### config.mk
export PLATFORM = sky130hd
export DESIGN_NAME = muldiv_seq
export DESIGN_NICKNAME = d
export VERILOG_FILES = /design/src/rtl/muldiv_seq.sv
export SDC_FILE = /design/constraint.sdc
export NUM_CORES = 1
export LEC_CHECK = 0
export CORE_MARGIN = 3
export CORE_UTILIZATION = 55
export DETAILED_ROUTE_END_ITERATION = 8
export PLACE_DENSITY = 0.8
export SLEW_MARGIN = 10
export SYNTH_ARGS = -nofsm -noshare
export SYNTH_HDL_FRONTEND = slang
export SYNTH_SLANG_ARGS = --single-unit
export TNS_END_PERCENT = 100
### constraint.sdc
create_clock -name clk -period 3.4 [get_ports clk]
set_clock_uncertainty 0.15 [all_clocks]
set_input_delay 0.51 -clock clk [delete_from_list [all_inputs] [get_ports clk]]
set_output_delay 0.51 -clock clk [all_outputs]
set_load 0.1 [all_outputs]
### src/rtl/muldiv_seq.sv
// Multi-cycle 8-iteration shift-add multiply / restoring divide sequencer with pipeline stall.
// Optional MULDIV_SIGNED_EN: two's-complement operands via magnitude/sign handling.
module muldiv_seq #(
  parameter int W = 8
) (
  input  logic         clk,
  input  logic         rst_n,
  input  logic [5:0]   opcode,
  input  logic         start,
  input  logic [W-1:0] a,
  input  logic [W-1:0] b,
  output logic [W-1:0] hi,
  output logic [W-1:0] lo,
  output logic         busy,
  output logic         done,
  output logic         dz,
  output logic         stall
);

  localparam logic [5:0] OP_MUL = 6'b000010;
  localparam logic [5:0] OP_DIV = 6'b000100;

  typedef enum logic [1:0] {S_IDLE = 2'd0, S_RUN = 2'd1, S_DONE = 2'd2} state_t;

  state_t       state_q, state_d;
  logic [2:0]   cnt_q, cnt_d;
  logic         op_q, op_d;
  logic [W-1:0] acc_q, acc_d;
  logic [W-1:0] mpl_q, mpl_d;
  logic [W-1:0] b_q, b_d;
  logic [W-1:0] hi_q, hi_d;
  logic [W-1:0] lo_q, lo_d;
  logic         busy_q, busy_d;
  logic         done_q, done_d;
  logic         dz_q, dz_d;
`ifdef MULDIV_SIGNED_EN
  logic         sa_q, sa_d;
  logic         sb_q, sb_d;
`endif

  logic         valid_op_s, is_div_s, accept_s;
  logic [W-1:0] a_mag_s, b_mag_s;
  logic [W:0]   mul_sum_s;
  logic [W:0]   div_sh_s, div_diff_s;
  logic [W-1:0] step_acc_s, step_mpl_s;
  logic [W-1:0] res_hi_s, res_lo_s;

  assign stall = busy_q | accept_s;
  assign hi    = hi_q;
  assign lo    = lo_q;
  assign busy  = busy_q;
  assign done  = done_q;
  assign dz    = dz_q;

  // Accept decode, one datapath step and next-state selection.
  always_comb begin
    valid_op_s = (opcode == OP_MUL) || (opcode == OP_DIV);
    is_div_s   = (opcode == OP_DIV);
    accept_s   = start && valid_op_s && (state_q != S_RUN);

`ifdef MULDIV_SIGNED_EN
    a_mag_s = a[W-1] ? (~a + 1'b1) : a;
    b_mag_s = b[W-1] ? (~b + 1'b1) : b;
`else
    a_mag_s = a;
    b_mag_s = b;
`endif

    // Multiply: add multiplicand on multiplier LSB, then shift {acc, mpl} right.
    mul_sum_s  = {1'b0, acc_q} + (mpl_q[0] ? {1'b0, b_q} : {(W+1){1'b0}});
    // Divide: shift {rem, quo} left, trial-subtract, restore when the borrow is set.
    div_sh_s   = {acc_q, mpl_q[W-1]};
    div_diff_s = div_sh_s - {1'b0, b_q};
    if (op_q) begin
      step_acc_s = div_diff_s[W] ? div_sh_s[W-1:0] : div_diff_s[W-1:0];
      step_mpl_s = {mpl_q[W-2:0], ~div_diff_s[W]};
    end else begin
      step_acc_s = mul_sum_s[W:1];
      step_mpl_s = {mul_sum_s[0], mpl_q[W-1:1]};
    end

`ifdef MULDIV_SIGNED_EN
    if (op_q) begin
      res_lo_s = (sa_q ^ sb_q) ? (~step_mpl_s + 1'b1) : step_mpl_s;
      res_hi_s = sa_q ? (~step_acc_s + 1'b1) : step_acc_s;
    end else if (sa_q ^ sb_q) begin
      {res_hi_s, res_lo_s} = ~{step_acc_s, step_mpl_s} + 1'b1;
    end else begin
      res_hi_s = step_acc_s;
      res_lo_s = step_mpl_s;
    end
`else
    res_hi_s = step_acc_s;
    res_lo_s = step_mpl_s;
`endif

    state_d = state_q;
    cnt_d   = cnt_q;
    op_d    = op_q;
    acc_d   = acc_q;
    mpl_d   = mpl_q;
    b_d     = b_q;
    hi_d    = hi_q;
    lo_d    = lo_q;
    dz_d    = dz_q;
`ifdef MULDIV_SIGNED_EN
    sa_d    = sa_q;
    sb_d    = sb_q;
`endif

    case (state_q)
      S_IDLE, S_DONE: begin
        if (accept_s) begin
          op_d  = is_div_s;
          cnt_d = 3'd0;
          acc_d = {W{1'b0}};
          mpl_d = a_mag_s;
          b_d   = b_mag_s;
          dz_d  = 1'b0;
`ifdef MULDIV_SIGNED_EN
          sa_d  = a[W-1];
          sb_d  = b[W-1];
`endif
          if (is_div_s && (b == {W{1'b0}})) begin
            state_d = S_DONE;
            hi_d    = a;
            lo_d    = {W{1'b1}};
            dz_d    = 1'b1;
          end else begin
            state_d = S_RUN;
          end
        end else begin
          state_d = S_IDLE;
        end
      end
      S_RUN: begin
        acc_d = step_acc_s;
        mpl_d = step_mpl_s;
        cnt_d = cnt_q + 3'd1;
        if (cnt_q == 3'd7) begin
          state_d = S_DONE;
          hi_d    = res_hi_s;
          lo_d    = res_lo_s;
        end else begin
          state_d = S_RUN;
        end
      end
      default: begin
        state_d = S_IDLE;
      end
    endcase

    busy_d = (state_d == S_RUN);
    done_d = (state_d == S_DONE);
  end

  // Sequencer state, working registers and registered outputs.
  always_ff @(posedge clk or negedge rst_n) begin
    if (!rst_n) begin
      state_q <= S_IDLE;
      cnt_q   <= 3'd0;
      op_q    <= 1'b0;
      acc_q   <= {W{1'b0}};
      mpl_q   <= {W{1'b0}};
      b_q     <= {W{1'b0}};
      hi_q    <= {W{1'b0}};
      lo_q    <= {W{1'b0}};
      busy_q  <= 1'b0;
      done_q  <= 1'b0;
      dz_q    <= 1'b0;
`ifdef MULDIV_SIGNED_EN
      sa_q    <= 1'b0;
      sb_q    <= 1'b0;
`endif
    end else begin
      state_q <= state_d;
      cnt_q   <= cnt_d;
      op_q    <= op_d;
      acc_q   <= acc_d;
      mpl_q   <= mpl_d;
      b_q     <= b_d;
      hi_q    <= hi_d;
      lo_q    <= lo_d;
      busy_q  <= busy_d;
      done_q  <= done_d;
      dz_q    <= dz_d;
`ifdef MULDIV_SIGNED_EN
      sa_q    <= sa_d;
      sb_q    <= sb_d;
`endif
    end
  end

endmodule
==> impl_metrics.py <==
metrics = {
    "run_status": {
        "outcome": "completed",
    },
    "routing": {
        "drcViolationCount": 0,
        "drt_iter0_markers": 257,
        "routed-via-count": 2655,
        "detail_route.wl_per_cell_um": 16.9,
        "total_detailed_routing_wirelength_mm": 7.55,
        "drt_pre_antenna_iters": 5,
        "final_antenna_net_count": 0,
        "via_density": 5.94,
    },
    "critical_path": {
        "critical_path.endpoint_type": "flip-flop",
        "critical_path_cell_by_cell": "inv_1 > ha_1 > inv_1 > fa_1 > a211oi_2 > nor3_1 > mux2_4 > or2_1 > a211oi_1 > o21ai_0",
        "critical_path.top_delay_family": "compound AO/OA/AOI/OAI gates",
        "crit_top_cell": "inv_1",
        "reg_to_reg_start": "mpl_q[7]$_DFFE_PN0P_",
        "cp.required_ns": 3.41,
        "cp_max_fo": 10,
        "timing.critical_path.from_type": "flip-flop",
        "critical_path.max_stage_delay_ns": 0.45,
        "worstSetupPathType": "flip-flop to flip-flop",
        "crit_buf_inv": 2,
        "worst-endpoint-arrival_ns": 3.26,
        "r2r-end": "acc_q[0]$_DFFE_PN0P_",
        "worst-r2r-setup-slack_ns": 0.15,
        "cp_launch_point": "mpl_q[7]$_DFFE_PN0P_",
        "cp_slowest_cell": "fa_1",
        "r2r_cells": 10,
    },
    "power_and_ir_drop": {
        "leakage_power_nw": 1.68,
        "ir_drop_mv": 0.738,
        "power_frac_comb_pct": 63.0,
        "internal_power_w": 0.00187,
        "swShare_pct": 51.3,
        "clockPowerShare_pct": 11.1,
        "p_seq_share_pct": 25.9,
        "pwr_cell_area_nw_per_um2": 1050,
        "switchingPower_w": 0.00197,
    },
    "yosys": {
        "mean_post_synth_cell_area_um2": 9.16,
        "synth-async-reset-ratio_pct": 100,
        "synth_edf_count": 0,
        "synth_ff_type": "dfrtp_1",
        "synth_cells": 336,
        "yosys_register_bits": 49,
        "yosysTopAreaCellShare_pct": 39.9,
        "postSynthNetCount": 381,
        "yosys.area.top_type": "dfrtp_1",
        "ys_seq_area_share_pct": 39.9,
        "yosys-top-cells-area": "dfrtp_1 40%, ha_1 7.3%, o21ai_0 5.5%, nand2_1 4.8%, a21oi_1 3.4%",
        "synth.distinct_cells": 56,
        "synthesis.yosys.warnings": 0,
        "mappedNetlistArea_um2": 3080,
    },
    "cells_and_area": {
        "layout-area-overhead-vs-synth_pct": 19.1,
        "commonest_cells_after_routing_fill_and_taps_aside": "49 x dfrtp_1, 39 x nand2_1, 38 x clkdlybuf4s50_1, 34 x o21ai_0, 21 x a21oi_1",
        "post_layout_nonfiller_instances": 447,
        "n_fill_cell": 433,
        "final-seq-area_um2": 1230,
        "layout-drive-gt1-share_pct": 9.28,
        "stdcell_area_um2": 3660,
        "final_net_count": 421,
        "mostFrequentLayoutCell": "dfrtp_1",
        "insertedDiodeCount": 0,
        "area_of_the_multi_input_gates_um2": 1710,
    },
    "clock_network": {
        "cts_buffer_depth": 2,
        "postCtsResizedCells": 0,
        "clk_latency_ns": 0.31,
        "tritoncts": "built",
        "cts_buffers": 5,
        "clkSinkCount": 49,
        "cts.reportedPaths.clkPinSlew_ns": 0.09,
        "root_buffer": "clkbuf_8",
        "post_cts_hold_buffers": 0,
        "htreeDepth": 2,
        "cts_setup_buffers": 0,
    },
    "global_routing": {
        "grt_max_degree": 50,
        "grt-ovfl-total": 0,
        "grt_usage_pct": 25.4,
        "grt_pass1_vias": 2613,
        "global_route_wire_length_before_repair_mm": 12.8,
        "grt_antenna_before_repair": 0,
    },
    "placement": {
        "place.port_buffers": 44,
        "gp_congestion": 0.866,
        "dpl.cell_count": 439,
        "hpwl_mm": 5.56,
        "placed_cell_area_um2": 3550,
    },
    "min_path": {
        "hp-class": "input port to async pin",
    },
    "floorplan": {
        "die_h_um": 80.8,
        "die_area_um2": 6530,
        "placementRows": 26,
        "initial_utilization_pct": 58.4,
        "core_um2": 5270,
        "die_w_um": 80.8,
        "design.portCount": 45,
    },
    "timing": {
        "min_period_ns": 3.25,
        "hold_violations": 0,
        "slew_viol_final": 0,
        "report.final.setup_viol": 0,
        "post-route-period-util_pct": 95.6,
        "worst_slew_pin_slew_ns": 1.11,
        "rsz0062_at_grt": "no",
        "fin_tns_setup_ns": 0,
        "max_freq_ghz": 0.308,
        "worst_case_headroom_to_the_max_slew_limit_pct": 26.3,
    },
    "run": {
        "maxCapViolations": 0,
    },
}
-- worst max-delay path by stage --
| stage | endpoint | slack (ns) | cells past startpoint |
|---|---|---|---|
| final | acc_q[0]$_DFFE_PN0P_ | 0.15 | 10 |
| after global routing | acc_q[0]$_DFFE_PN0P_ | 0.04 | 10 |
| after CTS | acc_q[0]$_DFFE_PN0P_ | 0.17 | 10 |
| after detailed placement | acc_q[0]$_DFFE_PN0P_ | 0.23 | 10 |
| after global placement | acc_q[0]$_DFFE_PN0P_ | 0.29 | 10 |
| after floorplan | stall | 0.39 | 3 |
-- cells in the mapped netlist (5+ instances only) --
library cell  instances
a211oi_1              8
a21o_1                6
a21oi_1              21
and2_1               12
and3_1                5
clkbuf_1              9
dfrtp_1              49
ha_1                 18
inv_1                14
mux2_2                5
mux2i_1               8
nand2_1              39
nand3_1               9
nor2_1               18
nor2b_1               5
nor3_1                7
o21ai_0              34
o31ai_1               5
xnor2_1               6
-- power by group through the flow --
stage               sequential, W  clock (W)  combinational, W
finish                   0.000996   0.000428           0.00242
detailed placement        0.00101          0           0.00239
CTS                      0.000996   0.000433           0.00241
floorplan                 0.00153          0           0.00132
global route              0.00103   0.000454           0.00263
global placement          0.00100          0           0.00235
-- kinds of logic after synthesis --
kind of cell / after synthesis / synth area share (%)
simple gates: 109 / 18.1
mux: 14 / 4.92
compound gates: 102 / 20.9
buf+inv: 32 / 4.72
xor+xnor: 10 / 2.85
fa+ha+maj: 20 / 8.62
flops: 49 / 39.9
-- area by class of cell --
type | count | area share [%]
Multi-Input combinational cell | 255 | 46.6
Sequential cell | 49 | 33.5
Timing Repair Buffer | 49 | 12.9
Tap cell | 70 | 2.39
Clock buffer | 6 | 1.98
Inverter | 16 | 1.64
Clock inverter | 2 | 1.06
-- state kept, by name (all words and copies together) (netlist names) --
register / cells
op_q: 1
state_q: 2
lo: 8
done: 1
cnt_q: 3
busy: 1
dz: 1
hi: 8
b_q: 8
mpl_q: 8
acc_q: 8
-- metal layers --
layer / part of all wire, % / track usage [%] / wire, um
met1: 46 / 35.9 / 3440
met2: 46 / 40.1 / 3510
met3: 6.4 / 4.55 / 481
met4: 1.6 / 7.43 / 118
met5: 0 / 0 / 0
-- metrics by stage --
step                      power [W]  hold slack [ns]  worst slack [ns]  util, %
after detailed placement    0.00340            0.332             0.231     67.4
after CTS                   0.00384            0.298             0.169     69.5
after global routing        0.00411            0.329            0.0389     69.5
final                       0.00385            0.259             0.151     69.5
after floorplan             0.00285           0.0644             0.387        -
after global placement      0.00335            0.324             0.290     67.4
Note: power is estimated with default switching activity, not from simulation.
==> patch, RTL diff (same flow settings) <==
`W`: 8 -> 12.
--- a/src/rtl/muldiv_seq.sv
+++ b/src/rtl/muldiv_seq.sv
@@ -3,3 +3,3 @@
 module muldiv_seq #(
-  parameter int W = 8
+  parameter int W = 12
 ) (
Ports: changed (resized a, b, hi and lo); port bits go from 45 to 61. The function was not compared with the original's and may differ.
==> patch against the original RTL <==
  * Count of clock-buffer cells in the layout rose by 5
  * Worst setup slack improved by 0.076 ns
  * Sequential cell count rose by 20
  * Cell count rose by 50%
  * Power rose by 65%
  * Utilization rose by 0.25 points
  * Via count rose by 56%
  * Sequential power rose by 41%
  * Wire length rose by 65%
  * Synthesized area rose by 44%
  * Final area rose by 48%
==> patch: results (changes against the original RTL) <==
final std cells w/o fill=672 (+50%); final-layout fill cell count=607 (+40%); worst reg2reg path depth=11 (+1); postcts setup bufs=0 (unchanged); status=finished, final reports clean; register area share after synthesis=38.9% (-0.98 points); clk slew on worst S/H paths=0.07 ns (-0.02 ns); Crit Path Max Fanout=6 (-4); Synth top cells by count=69 x dfrtp_1, 69 x nand2_1, 38 x a21oi_1, 33 x o21ai_0; nets=626 (+49%); total wire length=12.4 mm (+65%); leakage=2.38 nW (+42%); crit path DAT=3.29 ns (+0.03 ns); Cells after DPL=656 (+49%); critical path's slowest cell=or4b_2; gr usage total=28.0% (+2.7 points); initial DRC count=249 (-3.1%); distinct cell type count after synthesis=68 (+21%); Peak VDD IR=0.863 mV (+17%); first-pass GRT wire length=19.7 mm (+54%); TritonRoute pass-1 iters=5 (unchanged); largest net degree at the start of global routing=70 (+40%); htree depth=3 (+1); sw frac=49.6% (-1.7 points); via/cell ratio=6.17 (+3.9%); vias in the first global route=4102 (+57%); ys flop type=dfrtp_1; final setup TNS=0 ns (unchanged); total CTS buffers=9 (+4); slew margin rel.=34.1% (+7.8 points); Worst-Skew Late Latency=0.35 ns (+0.04 ns); layout cells sized above 1=10.4% (+1.1 points); GP Congestion=0.941 (+8.6%); Syn Nets=566 (+49%); post-detail-place hpwl=9.12 mm (+64%); Worst path max stage delay=0.60 ns (+0.15 ns); port bufs=60 (+36%); root cell of the clock tree=clkbuf_8; Area contributors post-synth=dfrtp_1 39%, ha_1 7.3%, nand2_1 5.8%; Mapped Cells=505 (+50%)
## patch: cell count changes in the layout (fill, tap and decap cells not counted), moves of 8 or more
cell / unedited run / this run
nor2_1: 18 / 26
buf_4: 9 / 19
inv_1: 14 / 22
clkdlybuf4s50_1: 38 / 54
a21oi_1: 21 / 38
nand2_1: 39 / 69
a31oi_1: 4 / 20
dfrtp_1: 49 / 69
ha_1: 18 / 26
nor2b_1: 5 / 16
## patch: final timing paths
check / start / endpoint / slack [ns]
min in group clk: dz$_DFFE_PN0P_ / dz$_DFFE_PN0P_ / 0.36
min: rst_n / mpl_q[8]$_DFFE_PN0P_ / 0.20
max in group asynchronous: rst_n / busy$_DFF_PN0_ / 2.30
max: mpl_q[0]$_DFFE_PN0P_ / acc_q[9]$_DFFE_PN0P_ / 0.23
min reg2reg: dz$_DFFE_PN0P_ / dz$_DFFE_PN0P_ / 0.36
max reg2reg: mpl_q[0]$_DFFE_PN0P_ / acc_q[9]$_DFFE_PN0P_ / 0.23
## patch: cell type report
| class | count | area share [%] |
|---|---|---|
| timing repair buffer | 75 | 13.1 |
| inverter | 23 | 1.59 |
| multi-input combinational | 387 | 46.4 |
| clock buffer | 11 | 2.79 |
| sequential | 69 | 31.9 |
| clock inverter | 5 | 1.96 |
| tap | 102 | 2.36 |
## patch: power by group through the flow
stage,sequential (mW),clock (mW),combinational (mW)
after global placement,1.40,0,3.87
final,1.40,0.866,4.07
after detailed placement,1.41,0,3.98
after floorplan,1.92,0,2.49
after global routing,1.43,0.907,4.44
after CTS,1.40,0.872,4.01
## patch: cells by family after synthesis
group	share of synthesized area, %
multiplexers	2.70
adder cells (fa/ha/maj)	8.23
AO/OA/AOI/OAI	22.6
AND/OR/NAND/NOR	19.9
XOR/XNOR	2.96
flip-flops	38.9
buffers and inverters	4.82
## patch: worst max-delay path, delay by kind of cell, from the launching register on
family / cells / cell delay (ns)
compound gates: 5 / 0.91
fa+ha+maj: 2 / 0.58
buf+inv: 1 / 0.07
flops: 1 / 0.46
simple gates: 3 / 0.90
## patch: per-layer routing
metal / routed length, µm / global-route usage [%] / share of wire [%]
met5: 0 / 0 / 0
met4: 461 / 14.9 / 3.7
met3: 671 / 4.69 / 5.4
met2: 6080 / 45.6 / 49
met1: 5220 / 35.7 / 42
## patch: per-stage QoR
step | total power [mW] | instance area [µm²] | setup WS [ns] | hold WS, ns
3_3_place_gp | 5.27 | 5150 | 0.292 | 0.315
2_1_floorplan | 4.41 | 4440 | 0.570 | 0.0644
4_1_cts | 6.28 | 5410 | 0.173 | 0.240
3_5_place_dp | 5.38 | 5150 | 0.258 | 0.344
5_1_grt | 6.78 | 5420 | 0.0114 | 0.268
6_report | 6.34 | 5420 | 0.228 | 0.205
